**config.mk**
```make
export PLATFORM = sky130hd
export DESIGN_NAME = io_timer
export DESIGN_NICKNAME = d
export VERILOG_FILES = /design/src/rtl/io_timer.sv
export SDC_FILE = /design/constraint.sdc
export NUM_CORES = 1
export LEC_CHECK = 0
export CAP_MARGIN = 30
export CORE_ASPECT_RATIO = 2
export CORE_MARGIN = 3
export CORE_UTILIZATION = 50
export CTS_CLUSTER_SIZE = 25
export DETAILED_ROUTE_END_ITERATION = 10
export PLACE_DENSITY = 0.8
export SLEW_MARGIN = 0
export SYNTH_ARGS = -nofsm -noshare
export SYNTH_HDL_FRONTEND = slang
export SYNTH_SLANG_ARGS = --single-unit
```
**constraint.sdc**
```tcl
create_clock -name clk -period 3.7 [get_ports clk]
set_input_delay 0.37 -clock clk [delete_from_list [all_inputs] [get_ports clk]]
set_output_delay 0.37 -clock clk [all_outputs]
set_load 0.05 [all_outputs]
```
**src/rtl/io_timer.sv**
```systemverilog
// io_timer: memory-mapped down-counting timer with periodic/one-shot expiry and a level irq.
// Define IO_TIMER_PWM_EN to add the COMPARE register at addr 4 and a registered pwm_out.
module io_timer #(
  parameter int PRESCALE = 1,
  parameter int WIDTH    = 32
) (
  input  logic        clk,
  input  logic        rst_n,
  input  logic        sel,
  input  logic        we,
  input  logic [2:0]  addr,
  input  logic [31:0] wd,
  output logic [31:0] rd,
  output logic        irq,
  output logic        pwm_out
);

  // Bus handshake: a write is a single-cycle strobe (sel & we) committed on the
  // next rising edge; there is no ready/wait, and reads are combinational.
  logic [2:0]       ctrl_q, ctrl_d;       // {irq_en, auto_reload, en}
  logic [WIDTH-1:0] load_q, load_d;
  logic [WIDTH-1:0] count_q, count_d;
  logic             expired_q, expired_d;
  logic [15:0]      presc_q, presc_d;

  logic wr, wr_ctrl, wr_load, wr_stat;
  logic tick, tick_eff, expire;

  assign wr      = sel && we;
  assign wr_ctrl = wr && (addr == 3'd0);
  assign wr_load = wr && (addr == 3'd1);
  assign wr_stat = wr && (addr == 3'd3);

  assign tick     = ctrl_q[0] && (presc_q == 16'(PRESCALE - 1));
  // A LOAD write or a stopping CTRL write on a tick edge suppresses the tick.
  assign tick_eff = tick && !wr_load && !(wr_ctrl && !wd[0]);
  assign expire   = tick_eff && (count_q == '0);

  always_comb begin
    ctrl_d    = ctrl_q;
    load_d    = load_q;
    count_d   = count_q;
    presc_d   = presc_q;
    expired_d = expired_q;

    if (ctrl_q[0]) presc_d = tick ? 16'd0 : presc_q + 16'd1;

    if (tick_eff) begin
      if (count_q != '0)  count_d   = count_q - WIDTH'(1);
      else if (ctrl_q[1]) count_d   = load_q;
      else                ctrl_d[0] = 1'b0;
    end

    // ctrl_d[0] here already reflects a one-shot expiry, so a re-enable on that edge reloads.
    if (wr_ctrl) begin
      if (wd[0] && !ctrl_d[0]) begin
        count_d = load_q;
        presc_d = 16'd0;
      end
      ctrl_d = wd[2:0];
    end

    if (wr_load) begin
      load_d  = wd[WIDTH-1:0];
      count_d = wd[WIDTH-1:0];
      presc_d = 16'd0;
    end

    if (wr_stat && wd[0]) expired_d = 1'b0;
    if (expire)           expired_d = 1'b1;
  end

  always_ff @(posedge clk or negedge rst_n) begin
    if (!rst_n) begin
      ctrl_q    <= '0;
      load_q    <= '0;
      count_q   <= '0;
      expired_q <= 1'b0;
      presc_q   <= '0;
    end else begin
      ctrl_q    <= ctrl_d;
      load_q    <= load_d;
      count_q   <= count_d;
      expired_q <= expired_d;
      presc_q   <= presc_d;
    end
  end

`ifdef IO_TIMER_PWM_EN
  logic [WIDTH-1:0] compare_q, compare_d;
  logic             pwm_q, pwm_d;

  always_comb begin
    compare_d = compare_q;
    if (wr && (addr == 3'd4)) compare_d = wd[WIDTH-1:0];
    pwm_d = ctrl_q[0] && (count_q < compare_q);
  end

  always_ff @(posedge clk or negedge rst_n) begin
    if (!rst_n) begin
      compare_q <= '0;
      pwm_q     <= 1'b0;
    end else begin
      compare_q <= compare_d;
      pwm_q     <= pwm_d;
    end
  end

  assign pwm_out = pwm_q;
`else
  assign pwm_out = 1'b0;
`endif

  always_comb begin
    rd = '0;
    case (addr)
      3'd0: rd = {29'd0, ctrl_q};
      3'd1: rd = 32'(load_q);
      3'd2: rd = 32'(count_q);
      3'd3: rd = {31'd0, expired_q};
`ifdef IO_TIMER_PWM_EN
      3'd4: rd = 32'(compare_q);
`endif
      default: rd = '0;
    endcase
  end

  assign irq = expired_q && ctrl_q[2];

endmodule

```
==> reports/results.ini <==
[synthesis]
ys_seq_elements = 84
syn_area_per_cell_sq_um = 8.11
synthFlopType = dfrtp_1
async_flop_share_pct = 100
synth_seq_area_share_pct = 39.6
yosys_warnings = 0
syn_inst = 655
syn_nets = 698
syn_area_sq_um = 5310
yosys.cell_types.count = 66
synth_edf_count = 0

[routing]
antenna_left = 0
routedWlPerCell_microns = 20.4
drt-initial-drc-count = 397
dr_total_vias = 5588
drc = 0
post_drt_via_cell_ratio = 6.54
routed_wl_microns = 17400
drt_pre_antenna_iters = 5

[sta]
fmaxAchievable_ghz = 0.300
hold_viol_final = 0
setup_ws_ns = 0.369
worst_pin_slew_ns = 0.897
clock_skew_ns = 0.00804
fin_hold_ws_ns = 0.503
slew_violations = 0
final.setup.tns_ns = 0
rsz0062_at_grt = no
fin_crit_ns = 3.33
setup_viol = 0
relSlewSlack_pct = 39.9
min_period_over_period_pct = 90.0

[clock_network]
cts_max_path_buffers = 2
cts_root_buf = clkbuf_16
tritoncts = yes
cts.htree.levels = 3
clk_latency_ns = 0.34
postCtsSetupBuffers = 0
clk_pin_slew_ns = 0.06
clkSinkCount = 84
numCtsBuffers = 9

[die]
die_w_microns = 78.9
io_pins = 73
die_y_microns = 152
dieArea_sq_um = 12000
start_util_pct = 52.0
num_rows = 52
core_sq_um = 10200

[critical_path]
path_class = reg2reg
cp-start-kind = register
rrSetupSlack_ns = 0.37
path_max_fanout = 9
crit_path_end = count_q[3]
worstReg2RegEnd = count_q[3]
r2r-start = count_q[0]
arrival_ns = 3.55
required_ns = 3.92
cp-end-kind = register
crit_start = count_q[0]
r2r_cells = 9

[finish]
area_growth_pct = 21.7
final_common_cell = nand2_1
final_cell_mix = 129 x nand2_1, 84 x dfrtp_1, 56 x nor2_1
final_net_count = 758
drive_above_1_share_pct = 11.7
antenna_cells = 0

[global_routing]
grt_pass1_vias = 5558
overflow = 0
grt_pass1_wl_microns = 27800
grt_max_degree = 53
track_usage_pct = 29.8
antenna_found_initial = 0

[min_path]
holdCritStartpoint = load_q[9]
holdCritPathClass = reg2reg

[power_and_ir_drop]
power_mw = 3.33
powerDensity_nw_per_um2 = 515
p_leak_nw = 2.84
vdd_drop_max_uv = 351

[place]
hpwl_microns = 12600
gp_congestion = 0.947
dp_slack_ns = 0.169
io_buffer_count = 71

[flow_run]
drv_cap = 0

[status]
status = finished, final reports clean

-- worst min-delay path by stage --
stage,endpoint,slack [ns],cells past startpoint
after floorplan,count_q[0],0.07,0
after global placement,load_q[9],0.48,2
after detailed placement,count_q[0],0.35,1
after CTS,load_q[9],0.50,2
after global routing,load_q[9],0.54,2
final,load_q[9],0.50,2
-- cell usage after synthesis, types with 7 or more instances --
cell	count	area (sq um)
and3_1	11	68.8
o21ai_0	43	215
a22o_1	29	254
inv_1	10	37.5
nor2_1	56	210
a31oi_1	12	75.1
xnor2_1	7	61.3
o22ai_1	8	50.1
xor2_1	8	70.1
clkbuf_1	28	105
a21oi_1	40	200
buf_2	11	55.1
nand4_1	13	81.3
dfrtp_1	84	2100
nor3_1	15	75.1
nand2_1	129	484
or3_1	10	62.6
nor4_1	9	56.3
nand3_1	20	100
-- power breakdown --
| group | internal (mW) | leakage, nW | switching, mW |
|---|---|---|---|
| logic | 0.397 | 1.63 | 0.571 |
| clock network | 0.593 | 0.151 | 0.367 |
| registers | 1.11 | 1.06 | 0.287 |
| total | 2.10 | 2.84 | 1.23 |
-- worst max-delay path: stages (launching register included) --
cell and delay, ns:
dfrtp_1 0.45, inv_1 0.11, ha_1 0.22, nor4b_1 0.14, and4_1 0.29, and3_1 0.31, a31oi_1 0.73, nand2_1 0.45
a221oi_1 0.43, nor2_1 0.07
-- logic make-up after synthesis --
group / synth area share (%)
AND/OR/NAND/NOR: 27.9
AO/OA/AOI/OAI: 23.6
flip-flops: 39.6
buffers and inverters: 4.00
XOR/XNOR: 2.47
multiplexers: 1.44
adder cells (fa/ha/maj): 0.942
other: 0.0706
-- per-stage QoR --
stage | util, % | cells | instance area [sq um]
2_1_floorplan | - | 655 | 5310
3_3_place_gp | 59.9 | 837 | 6120
3_5_place_dp | 60.2 | 838 | 6150
4_1_cts | 63.3 | 855 | 6470
5_1_grt | 63.3 | 855 | 6470
6_report | 63.3 | 855 | 6470
-- timing repair --
item	CTS	global route
endpoints found under the setup margin	0	0
resized for setup	0	0
hold buffers	1	0
endpoints found under the hold margin	16	0
-- routing by layer --
layer	routed length, microns	global-route usage [%]	vias to the layer above
met1	6140	31.7	2737
li1	-	-	2504
met5	0	0	-
met2	9310	53.4	272
met3	946	4.50	75
met4	1040	20.5	0
-- area by class of cell --
| type | instances | area [sq um] |
|---|---|---|
| flip-flops and latches | 84 | 2100 |
| multi-input cells | 519 | 3010 |
| inverters | 10 | 37.5 |
| clock inverters | 4 | 73.8 |
| well taps | 135 | 169 |
| repair buffers | 91 | 836 |
| fillers | 902 | 3750 |
| clock buffers | 12 | 236 |
-- sequential cells by signal (all words and copies together), names as in the netlist --
signal,flops
count_q,32
ctrl_q,3
expired_q,1
load_q,32
presc_q,16
No activity file was read; power rests on OpenSTA's default activity.
